## src/rtl/icp_pkg.sv

```systemverilog
// Shared types for the MAC result path: lane geometry, the buffered result
// entry and the result-writer FSM states.
package icp_pkg;

   localparam int MU_W  = 18;
   localparam int LANES = 4;

   typedef logic [MU_W-1:0] mu_t;

   typedef struct packed {
      mu_t [LANES-1:0] mu;
      logic            last;
   } entry_t;

   typedef enum logic [1:0] {
      IDLE    = 2'd0,
      WRITE   = 2'd1,
      RD_WAIT = 2'd2
   } state_t;

endpackage

```

## src/rtl/result_skid.sv

```systemverilog
// Two-entry result buffer: CAP feeds the writer, PEND absorbs one strobe that
// arrives while CAP is still being serialised.
module result_skid
   import icp_pkg::*;
(
   input  logic              clk,
   input  logic              rst,
   input  logic              push,
   input  entry_t            push_data,
   input  logic              mark_last,
   input  logic              pop,
   output mu_t [LANES-1:0]   cap_mu,
   output logic              cap_valid,
   output logic              full,
   output logic              empty,
   output logic              dropped,
   output logic              retire_last
);

   entry_t cap;
   entry_t pend;
   logic   pend_valid;
   entry_t cap_nx;
   entry_t pend_nx;
   logic   cap_valid_nx;
   logic   pend_valid_nx;
   logic   mark_cap;
   logic   mark_pend;

   assign full    = cap_valid & pend_valid;
   assign empty   = ~cap_valid;
   assign dropped = push & full & ~pop;
   assign cap_mu  = cap.mu;

   // A bare done flag tags the newest held entry; if that is CAP retiring now,
   // the tag must still count for this retirement.
   assign mark_cap    = mark_last & cap_valid & ~pend_valid;
   assign mark_pend   = mark_last & pend_valid;
   assign retire_last = pop & (cap.last | mark_cap);

   always_comb begin
      cap_nx        = cap;
      pend_nx       = pend;
      cap_valid_nx  = cap_valid;
      pend_valid_nx = pend_valid;
      if (mark_cap) cap_nx.last = 1'b1;
      if (mark_pend) pend_nx.last = 1'b1;
      if (pop) begin
         cap_nx        = pend_nx;
         cap_valid_nx  = pend_valid;
         pend_valid_nx = 1'b0;
      end
      if (push && !dropped) begin
         if (!cap_valid_nx) begin
            cap_nx       = push_data;
            cap_valid_nx = 1'b1;
         end else begin
            pend_nx       = push_data;
            pend_valid_nx = 1'b1;
         end
      end
   end

   always_ff @(posedge clk or negedge rst) begin
      if (!rst) begin
         cap        <= '0;
         pend       <= '0;
         cap_valid  <= 1'b0;
         pend_valid <= 1'b0;
      end else begin
         cap        <= cap_nx;
         pend       <= pend_nx;
         cap_valid  <= cap_valid_nx;
         pend_valid <= pend_valid_nx;
      end
   end

endmodule

```

## src/rtl/result_writer.sv

```systemverilog
// Serialises 4-lane MAC results into a single-port result SRAM and shares that
// port with host read-back whenever no write work is pending.
module result_writer
   import icp_pkg::*;
#(
   parameter int ADDR_W = 4,
   parameter int RAM_W  = 32
) (
   input  logic              clk,
   input  logic              rst,
   input  logic              web_i,
   input  logic [MU_W-1:0]   mu1_i,
   input  logic [MU_W-1:0]   mu2_i,
   input  logic [MU_W-1:0]   mu3_i,
   input  logic [MU_W-1:0]   mu4_i,
   input  logic              alu_done_i,
   input  logic              start_i,
   input  logic              rd_req_i,
   input  logic [ADDR_W-1:0] rd_addr_i,
   input  logic [RAM_W-1:0]  ram_dout_i,
   output logic              ram_en_o,
   output logic              ram_we_o,
   output logic [ADDR_W-1:0] ram_addr_o,
   output logic [RAM_W-1:0]  ram_din_o,
   output logic              rd_valid_o,
   output logic [RAM_W-1:0]  rd_data_o,
   output logic              busy_o,
   output logic              job_done_o,
   output logic              wrap_o,
   output logic              overflow_o
);

   localparam int LANE_W = $clog2(LANES);

   function automatic logic [RAM_W-1:0] zext_mu(input mu_t mu);
      return RAM_W'(mu);
   endfunction

   state_t            state;
   state_t            state_nx;
   logic [LANE_W-1:0] lane;
   logic [ADDR_W-1:0] wp;
   logic              done_q;
   logic              wrap_q;
   logic              ovf_q;

   entry_t            push_data;
   mu_t [LANES-1:0]   cap_mu;
   logic              cap_valid;
   logic              full;
   logic              empty;
   logic              dropped;
   logic              retire_last;

   logic              beat;
   logic              pop;
   logic              mark;
   logic              start_ok;
   logic              issue_rd;

   assign push_data = {mu4_i, mu3_i, mu2_i, mu1_i, alu_done_i};
   assign beat      = (state == WRITE);
   assign pop       = beat & (lane == LANE_W'(LANES - 1));
   assign mark      = alu_done_i & ~web_i;
   assign start_ok  = start_i & (state == IDLE) & empty;
   // Reads only get the port when no strobe is waiting or arriving.
   assign issue_rd  = rst & (state == IDLE) & ~cap_valid & ~web_i & rd_req_i;

   result_skid u_skid (
      .clk         (clk),
      .rst         (rst),
      .push        (web_i),
      .push_data   (push_data),
      .mark_last   (mark),
      .pop         (pop),
      .cap_mu      (cap_mu),
      .cap_valid   (cap_valid),
      .full        (full),
      .empty       (empty),
      .dropped     (dropped),
      .retire_last (retire_last)
   );

   always_comb begin
      state_nx = state;
      unique case (state)
         IDLE: begin
            if (cap_valid || web_i) state_nx = WRITE;
            else if (issue_rd) state_nx = RD_WAIT;
         end
         // PEND occupied (full) or a strobe landing now keeps the beats flowing.
         WRITE:   if (pop && !(full || web_i)) state_nx = IDLE;
         RD_WAIT: state_nx = IDLE;
         default: state_nx = IDLE;
      endcase
   end

   always_ff @(posedge clk or negedge rst) begin
      if (!rst) begin
         state  <= IDLE;
         lane   <= '0;
         wp     <= '0;
         done_q <= 1'b0;
         wrap_q <= 1'b0;
         ovf_q  <= 1'b0;
      end else begin
         state  <= state_nx;
         done_q <= retire_last | (mark & empty);
         if (pop) lane <= '0;
         else if (beat) lane <= lane + LANE_W'(1);
         if (start_ok) begin
            wp     <= '0;
            wrap_q <= 1'b0;
            ovf_q  <= 1'b0;
         end else begin
            if (beat) begin
               wp <= wp + ADDR_W'(1);
               if (wp == '1) wrap_q <= 1'b1;
            end
            if (dropped) ovf_q <= 1'b1;
         end
      end
   end

   always_comb begin
      ram_en_o   = 1'b0;
      ram_we_o   = 1'b0;
      ram_addr_o = '0;
      ram_din_o  = '0;
      if (beat) begin
         ram_en_o   = 1'b1;
         ram_we_o   = 1'b1;
         ram_addr_o = wp;
         ram_din_o  = zext_mu(cap_mu[lane]);
      end else if (issue_rd) begin
         ram_en_o   = 1'b1;
         ram_addr_o = rd_addr_i;
      end
   end

   assign rd_valid_o = (state == RD_WAIT);
   assign rd_data_o  = rd_valid_o ? ram_dout_i : '0;
   assign busy_o     = beat | cap_valid;
   assign job_done_o = done_q;
   assign wrap_o     = wrap_q;
   assign overflow_o = ovf_q;

endmodule

```

## config.mk

```make
export PLATFORM = sky130hd
export DESIGN_NAME = result_writer
export DESIGN_NICKNAME = d
export VERILOG_FILES = /design/src/rtl/icp_pkg.sv /design/src/rtl/result_skid.sv /design/src/rtl/result_writer.sv
export SDC_FILE = /design/constraint.sdc
export NUM_CORES = 1
export LEC_CHECK = 0
export ABC_AREA = 1
export BUFFER_PORTS_ARGS = -buffer_cell sky130_fd_sc_hd__buf_2
export CAP_MARGIN = 25
export CORE_MARGIN = 3
export CORE_UTILIZATION = 55
export CTS_CLUSTER_SIZE = 40
export DETAILED_ROUTE_END_ITERATION = 10
export GPL_ROUTABILITY_DRIVEN = 0
export PLACE_DENSITY = 0.77
export SYNTH_ARGS = -nofsm -noshare
export SYNTH_HDL_FRONTEND = slang
export SYNTH_SLANG_ARGS = --single-unit
export TNS_END_PERCENT = 10
```

## constraint.sdc

```tcl
create_clock -name clk -period 1.95 [get_ports clk]
set_input_delay 0.39 -clock clk [delete_from_list [all_inputs] [get_ports clk]]
set_output_delay 0.39 -clock clk [all_outputs]
set_load 0.02 [all_outputs]
```

==> load_flow_metrics.sql, run 1 <==
INSERT INTO impl_metrics (metric_group, metric, value, unit) VALUES
('worst_setup_path', 'critical_path.startpoint_type', 'flop', ''),
('sta', 'rsz0062_at_grt', 'yes', ''),
('min_path', 'hold_class', 'input pin to asynchronous set/reset pin', ''),
('routing', 'totalWireLength', '24.1', 'mm'),
('global_routing', 'number_of_antenna_violations_at_the_first_check_in_global_routing', '0', ''),
('synth', 'synthSimpleGateAreaFrac', '33.0', '%'),
('routing', 'vias', '7971', ''),
('floorplan', 'die-width', '128', 'µm'),
('cts', 'htree_levels', '4', ''),
('worst_setup_path', 'critPathCaptureType', 'primary output', ''),
('worst_setup_path', 'worstPathMaxFanout', '20', ''),
('routing', 'route.detailed.drc', '0', ''),
('sta', 'max_slew_margin', '50.4', '%'),
('routing', 'postRouteAntennaNets', '0', ''),
('final_layout', 'instances_no_fill', '1493', ''),
('worst_setup_path', 'reg2reg_depth', '9', ''),
('floorplan', 'std_cell_rows', '43', ''),
('synth', 'ys_seq_area_share', '48.5', '%'),
('synth', 'synth.distinct_cells', '26', ''),
('placement', 'placedCellCount', '1457', ''),
('global_routing', 'global_route.usage.total', '28.7', '%'),
('synth', 'yosysWarnings', '0', ''),
('cts', 'cts_root_buf', 'clkbuf_16', ''),
('routing', 'detail_route.first_pass.iterations', '5', ''),
('synth', 'synthXorXnorAreaFrac', '0.107', '%'),
('worst_setup_path', 'worst-endpoint-arrival', '1.80', 'ns'),
('synth', 'synth_area_per_cell', '7.17', 'µm²'),
('final_layout', 'drive_gt1_share', '21.1', '%'),
('placement', 'placed_cell_area', '9260', 'µm²'),
('cts', 'cts_num_sinks', '159', ''),
('floorplan', 'initial_cell_density_of_the_core', '57.7', '%'),
('sta', 'clock.fmax', '457', 'MHz'),
('synth', 'synth-compound-area-share', '8.04', '%'),
('floorplan', 'coreArea', '14200', 'µm²'),
('synth', 'dominant_combinational_cell_family_by_area_after_synthesis', 'simple AND/OR/NAND/NOR gates', ''),
('global_routing', 'grt_pass1_wl', '36.9', 'mm'),
('placement', 'post-dp-hpwl', '15.7', 'mm'),
('worst_setup_path', 'worst-endpoint-required', '1.56', 'ns'),
('synth', 'adder_cell_share_of_the_synthesized_area', '0.305', '%'),
('worst_setup_path', 'classification_of_the_worst_setup_path', 'flop to primary output', ''),
('synth', 'postSynthCellCount', '1144', ''),
('synth', 'ys_ff_latch', '159', ''),
('final_layout', 'finish.net_count', '1417', ''),
('global_routing', 'first_global_vias', '7031', ''),
('final_layout', 'layout-area-overhead-vs-synth', '24.2', '%'),
('floorplan', 'die-height', '128', 'µm'),
('routing', 'drt-wirelength-per-cell', '16.2', 'µm'),
('synth', 'multiplexer_area_fraction_after_synthesis', '0', '%'),
('sta', 'setup-violations-final', '23', ''),
('sta', 'worst_pin_slew', '0.744', 'ns'),
('cts', 'tritoncts', 'built', ''),
('final_layout', 'final.fill_count', '1132', ''),
('synth', 'netlist_area', '8200', 'µm²'),
('sta', 'timing.final.max_slew_violations', '0', ''),
('global_routing', 'grt_max_degree', '127', ''),
('sta', 'hold_violations', '0', ''),
('pwr', 'report.power.total', '18600', 'µW'),
('cts', 'numCtsBuffers', '17', ''),
('routing', 'detail_route.iter0.violations', '747', ''),
('job', 'maxcap_viol_count', '0', ''),
('pwr', 'p_leak', '0.00574', 'µW'),
('routing', 'vias_per_cell', '5.34', ''),
('floorplan', 'dieArea', '16400', 'µm²'),
('pwr', 'max_ir_drop_vdd', '0.932', 'mV'),
('sta', 'finalCriticalPeriod', '2.19', 'ns'),
('sta', 'final.period_utilization', '112', '%'),
('cts', 'cts-root-to-sink-buffers', '2', ''),
('sta', 'fin_ws', '-0.237', 'ns'),
('final_layout', 'finalInstanceArea', '10200', 'µm²'),
('pwr', 'total_power_per_unit_cell_area', '1830', 'nW/µm²'),
('cts', 'clkLatencyLatePin', '0.42', 'ns'),
('floorplan', 'ioPinCount', '189', ''),
('sta', 'fin_worst_skew', '0.00644', 'ns'),
('run_status', 'outcome', 'complete, but fails checks', ''),
('worst_setup_path', 'worst_r2r_endpoint', 'u_skid.cap_mu[30]', ''),
('worst_setup_path', 'timing.reg2reg.setup_slack', '0.04', 'ns'),
('final_layout', 'final_core_utilization', '71.7', '%'),
('run_status', 'violations', 'negative setup slack', ''),
('worst_setup_path', 'r2r_start', 'lane[0]', ''),
('cts', 'path_clk_slew', '0.06', 'ns'),
('global_routing', 'global_route_total_overflow', '0', ''),
('placement', 'buffer_ports.inserted', '174', '');
[worst max-delay path: stages, from the launching register on]
cell and delay (ns):
dfrtp_2 0.43, clkbuf_4 0.19, clkbuf_16 0.19, nand2_1 0.11
o211ai_1 0.10, a21oi_2 0.18, buf_4 0.17
[layout by cell type (no fill, tap or decap), drive strengths merged, types with 2 or more instances in the layout]
cell	netlist	layout
nand2	555	555
ha	2	2
a21oi	39	39
clkbuf	31	27
bufinv	0	4
clkinv	1	3
nor3	3	3
nor2	41	41
buf	54	207
o21ai	63	63
o211ai	18	18
conb	1	14
dfrtp	159	159
inv	89	89
nand3	84	84
[stage by stage]
step / setup TNS (ns) / hold WS, ns / setup slack (ns)
after global placement: 0 / 0.454 / 0.188
after detailed placement: 0 / 0.458 / 0.140
after global routing: -5.74 / 0.0547 / -0.299
final: -3.89 / 0.0169 / -0.237
after CTS: -3.37 / 0.0346 / -0.198
after floorplan: 0 / 0.0944 / 0.121
[synth_stat cells (all sizes together)]
| master | number | area, µm² |
|---|---|---|
| clkbuf | 31 | 116 |
| nand3 | 84 | 438 |
| inv | 89 | 334 |
| dfrtp | 159 | 3980 |
| o21a | 1 | 7.51 |
| ha | 2 | 25.0 |
| a21oi | 39 | 195 |
| clkinv | 1 | 3.75 |
| o211ai | 18 | 135 |
| nand2 | 555 | 2090 |
| nand4 | 1 | 6.26 |
| xor2 | 1 | 8.76 |
| nor3 | 3 | 15.0 |
| o21ai | 63 | 315 |
| a31oi | 1 | 6.26 |
| buf | 54 | 365 |
| conb | 1 | 3.75 |
| nor2 | 41 | 161 |
[what timing repair did]
action                                  4_1_cts  5_1_grt
cloned                                        0        2
resized for setup                            54       35
buffers inserted                              1        2
pin swaps                                    12       17
endpoints found under the setup margin       54       62
hold buffers                                  0        0
[how the worst max path moves through the flow]
stage,start,to,slack [ns],cells after the start
after floorplan,state[0],rd_data_o[10],0.12,4
after CTS,lane[0],ram_din_o[10],-0.20,6
after global placement,lane[0],ram_din_o[0],0.19,5
after global routing,lane[0],ram_din_o[9],-0.30,7
final,lane[0],ram_din_o[15],-0.24,6
after detailed placement,lane[1],u_skid.pend[30],0.14,7
[report_power, final]
group	switching (µW)	internal [µW]	leakage, µW	total [µW]
sequential	810	4890	0.00197	5700
combinational	6020	3400	0.00346	9420
clock	1260	2260	0.000306	3520
[layer usage]
layer / global-route usage [%] / vias up / wire (µm)
met2: 47.0 / 399 / 11500
met1: 38.6 / 3707 / 9980
met5: 0 / - / 0
li1: - / 3829 / -
met4: 10.1 / 0 / 644
met3: 5.13 / 36 / 2020
[cell families after synthesis]
| kind of cell | Yosys count |
|---|---|
| AO/OA/AOI/OAI | 122 |
| XOR/XNOR | 1 |
| adder cells (fa/ha/maj) | 2 |
| buffers and inverters | 175 |
| flip-flops | 159 |
| other | 1 |
| AND/OR/NAND/NOR | 684 |
[cell type report]
cell class,count,area (µm²),share of cell area [%]
sequential,159,3980,39.1
clock inverter,6,130,1.28
timing repair buffer,210,1450,14.2
multi-input combinational,823,3570,35.0
antenna,1,2.50,0.0246
tap,180,225,2.21
inverter,90,338,3.32
clock buffer,24,492,4.83
[registers in the layout (all words and copies together), names as in the netlist]
| signal | flops |
|---|---|
| u_skid.cap_mu | 72 |
| wrap_o | 1 |
| u_skid.cap | 1 |
| state | 2 |
| wp | 4 |
| u_skid.cap_valid | 1 |
| lane | 2 |
| overflow_o | 1 |
| job_done_o | 1 |
| u_skid.pend | 73 |
| u_skid.pend_valid | 1 |
Note: power is estimated with default switching activity, not from simulation.
==> run 2: changes to the inputs <==
--- a/config.mk
+++ b/config.mk
@@ -5,15 +5,14 @@
 export SDC_FILE = /design/constraint.sdc
 export NUM_CORES = 1
 export LEC_CHECK = 0
-export ABC_AREA = 1
 export BUFFER_PORTS_ARGS = -buffer_cell sky130_fd_sc_hd__buf_2
 export CAP_MARGIN = 25
 export CORE_MARGIN = 3
-export CORE_UTILIZATION = 55
+export CORE_UTILIZATION = 54
 export CTS_CLUSTER_SIZE = 40
 export DETAILED_ROUTE_END_ITERATION = 10
 export GPL_ROUTABILITY_DRIVEN = 0
-export PLACE_DENSITY = 0.77
+export PLACE_DENSITY = 0.86
 export SYNTH_ARGS = -nofsm -noshare
 export SYNTH_HDL_FRONTEND = slang
 export SYNTH_SLANG_ARGS = --single-unit
==> load_flow_metrics.sql, run 2 <==
INSERT INTO impl_metrics (metric_group, metric, value, unit) VALUES
('synth', 'netlist_area', '7910', 'µm²'),
('final_layout', 'largest-register', 'u_skid.pend', ''),
('final_layout', 'final.fill_count', '910', ''),
('cts', 'clkLatencyLatePin', '0.43', 'ns'),
('final_layout', 'finish.net_count', '920', ''),
('sta', 'setup-violations-final', '124', ''),
('sta', 'worst_pin_slew', '0.856', 'ns'),
('worst_setup_path', 'worst_path_most_repeated_cell', 'buf_6', ''),
('synth', 'synth.top_cells.by_area', 'dfrtp_1 50%, mux2_4 11%, mux2i_1 9.4%', ''),
('global_routing', 'first_global_vias', '5638', ''),
('synth', 'synth_area_per_cell', '12.5', 'µm²'),
('pwr', 'total_power_per_unit_cell_area', '1930', 'nW/µm²'),
('worst_setup_path', 'worst-endpoint-required', '1.56', 'ns'),
('placement', 'post-dp-hpwl', '12.7', 'mm'),
('synth', 'synth_common_cells', '159 x dfrtp_1, 77 x a21oi_1, 77 x nor2_1', ''),
('worst_setup_path', 'cp_cell_sequence', 'buf_6 > clkbuf_16 > mux4_2 > and2_4 > buf_6', ''),
('cts', 'cts_num_sinks', '159', ''),
('floorplan', 'coreArea', '14100', 'µm²'),
('sta', 'fin_ws', '-0.384', 'ns'),
('worst_setup_path', 'worstPathMaxFanout', '5', ''),
('final_layout', 'drive_gt1_share', '43.5', '%'),
('final_layout', 'instances_no_fill', '1000', ''),
('routing', 'met2WireLength', '9.60', 'mm'),
('synth', 'async_reset_ff_share', '100', '%'),
('routing', 'maxUsedRoutingLayer', 'met5', ''),
('routing', 'route.detailed.drc', '0', ''),
('global_routing', 'grt_pass1_wl', '30.6', 'mm'),
('final_layout', 'largest_register_ffs', '73', ''),
('floorplan', 'die-width', '127', 'µm'),
('global_routing', 'global_route_total_overflow', '0', ''),
('min_path', 'hold_class', 'input pin to asynchronous set/reset pin', ''),
('sta', 'hold_violations', '0', ''),
('worst_setup_path', 'worst-endpoint-arrival', '1.94', 'ns'),
('worst_setup_path', 'critical_path.startpoint_type', 'flop', ''),
('final_layout', 'layout-area-overhead-vs-synth', '26.1', '%'),
('cts', 'path_clk_slew', '0.06', 'ns'),
('routing', 'vias', '5612', ''),
('routing', 'vias_per_cell', '5.61', ''),
('routing', 'drt-wirelength-per-cell', '20.1', 'µm'),
('worst_setup_path', 'critPathCaptureType', 'primary output', ''),
('global_routing', 'number_of_antenna_violations_at_the_first_check_in_global_routing', '5', ''),
('synth', 'synth_edf_count', '0', ''),
('synth', 'synth_top_area_share', '50.3', '%'),
('synth', 'yosysWarnings', '0', ''),
('floorplan', 'dieArea', '16100', 'µm²'),
('sta', 'max_slew_margin', '42.9', '%'),
('floorplan', 'std_cell_rows', '43', ''),
('pwr', 'max_ir_drop_vdd', '1.11', 'mV'),
('run_status', 'outcome', 'complete, but fails checks', ''),
('sta', 'final.period_utilization', '120', '%'),
('global_routing', 'grt_max_degree', '160', ''),
('cts', 'htree_levels', '4', ''),
('synth', 'synthDominantAreaCellType', 'dfrtp_1', ''),
('run_status', 'violations', 'negative setup slack', ''),
('floorplan', 'ioPinCount', '189', ''),
('worst_setup_path', 'critical-path-max-stage-delay', '0.51', 'ns'),
('global_routing', 'global_route.usage.total', '24.7', '%'),
('job', 'maxcap_viol_count', '0', ''),
('synth', 'synthFlopType', 'dfrtp_1', ''),
('pwr', 'p_leak', '0.00459', 'µW'),
('worst_setup_path', 'slowest_stage', 'mux4_2', ''),
('synth', 'synth.most_common_cell', 'dfrtp_1', ''),
('routing', 'wl_met3', '1.46', 'mm'),
('placement', 'placedCellCount', '959', ''),
('cts', 'hold_buffers', '0', ''),
('sta', 'setup_total_negative_slack', '-12.87', 'ns'),
('routing', 'detail_route.first_pass.iterations', '4', ''),
('placement', 'buffer_ports.inserted', '174', ''),
('routing', 'postRouteAntennaNets', '0', ''),
('worst_setup_path', 'classification_of_the_worst_setup_path', 'flop to primary output', ''),
('routing', 'wirelength_met1', '8.30', 'mm'),
('final_layout', 'most_common_cell_after_layout_fill_and_taps_aside', 'dfrtp_1', ''),
('cts', 'cts-root-to-sink-buffers', '2', ''),
('synth', 'postSynthCellCount', '633', ''),
('routing', 'detail_route.iter0.violations', '467', ''),
('sta', 'rsz0062_at_grt', 'yes', ''),
('cts', 'numCtsBuffers', '17', ''),
('synth', 'synth.distinct_cells', '36', ''),
('routing', 'totalWireLength', '20.1', 'mm'),
('floorplan', 'die-height', '127', 'µm'),
('sta', 'timing.final.max_slew_violations', '0', ''),
('synth', 'ys_ff_latch', '159', ''),
('sta', 'fin_worst_skew', '0.00779', 'ns'),
('sta', 'clock.fmax', '428', 'MHz'),
('cts', 'cts_root_buf', 'clkbuf_16', ''),
('final_layout', 'layout_common_cells', '156 x dfrtp_1, 124 x buf_2, 77 x a21oi_1', ''),
('floorplan', 'initial_cell_density_of_the_core', '56.1', '%'),
('synth', 'ys_seq_area_share', '50.3', '%'),
('sta', 'finalCriticalPeriod', '2.33', 'ns'),
('cts', 'tritoncts', 'built', '');
[run 2: changes by cell type after synthesis, sizes merged, moves of 24 or more]
cell,change
clkbuf,-24
mux2,+73
nand3,-84
o21ai,-61
inv,-83
mux2i,+74
a21oi,+39
nor2,+36
nand2,-545
and2,+51
[run 2: layout make-up]
class | instances | area (µm²) | area share, %
well taps | 180 | 225 | 2.26
inverters | 6 | 22.5 | 0.226
clock inverters | 13 | 188 | 1.88
multi-input cells | 423 | 3620 | 36.3
flip-flops and latches | 159 | 3980 | 39.9
clock buffers | 19 | 443 | 4.44
diodes | 3 | 7.51 | 0.0752
repair buffers | 197 | 1490 | 14.9
[run 2: cell families (layout without fill, tap and decap cells)]
| family | after synthesis | after routing | synth area share [%] |
|---|---|---|---|
| other cells | 1 | 17 | 0.0474 |
| xor+xnor | 3 | 3 | 0.332 |
| mux | 165 | 165 | 27.7 |
| flops | 159 | 159 | 50.3 |
| buf+inv | 64 | 235 | 5.98 |
| simple gates | 149 | 149 | 9.17 |
| compound gates | 90 | 90 | 6.17 |
| fa+ha+maj | 2 | 2 | 0.316 |
[run 2: path summary, 6_finish.rpt]
| kind | startpoint | to | slack, ns | depth (start not counted) |
|---|---|---|---|---|
| hold / removal | rst | u_skid.pend[1] | 0.14 | 2 |
| min in group clk | mu1_i[4] | u_skid.pend[5] | 0.20 | 2 |
| hold reg to reg | state[1] | state[0] | 0.51 | 1 |
| setup reg to reg | lane[0] | u_skid.pend[16] | -0.13 | 7 |
| setup / recovery | lane[0] | ram_din_o[8] | -0.38 | 5 |
| max in group asynchronous | rst | state[0] | 1.13 | 2 |
[run 2: metal layers]
metal,vias up,global-route usage (%)
li1,2536,-
met1,2798,32.6
met2,221,38.3
met3,51,7.78
met4,6,10.2
met5,-,0
[run 2: per-stage QoR]
step | util [%] | hold slack (ns) | setup WS, ns | instance area (µm²) | total power [µW]
after detailed placement | 63.0 | 0.493 | 0.0261 | 8880 | 14300
after floorplan | - | 0.0944 | 0.191 | 7960 | 12400
after global placement | 63.0 | 0.491 | 0.0988 | 8880 | 13900
final | 70.8 | 0.135 | -0.384 | 9980 | 19200
after global routing | 70.8 | 0.200 | -0.413 | 9970 | 20200
after CTS | 68.8 | 0.190 | -0.383 | 9700 | 18300
[run 2: report_power, final]
group | total (µW) | switching (µW) | internal [µW]
combinational | 9480 | 4250 | 5230
clock | 3560 | 1380 | 2180
sequential | 6180 | 1130 | 5050
[run 2: repair_timing]
action                     in CTS  in global routing
setup buffers                   3                  1
gates resized for setup        44                 84
setup endpoints to repair      63                184
cloned                          2                  1
pin swaps                       0                 20
[run 2: worst max-delay path, delay by kind of cell, from the launching register on]
family / cells / cell delay, ns
buffers and inverters: 3 / 0.41
DFF: 1 / 0.41
muxes: 1 / 0.51
and+or+nand+nor: 1 / 0.18
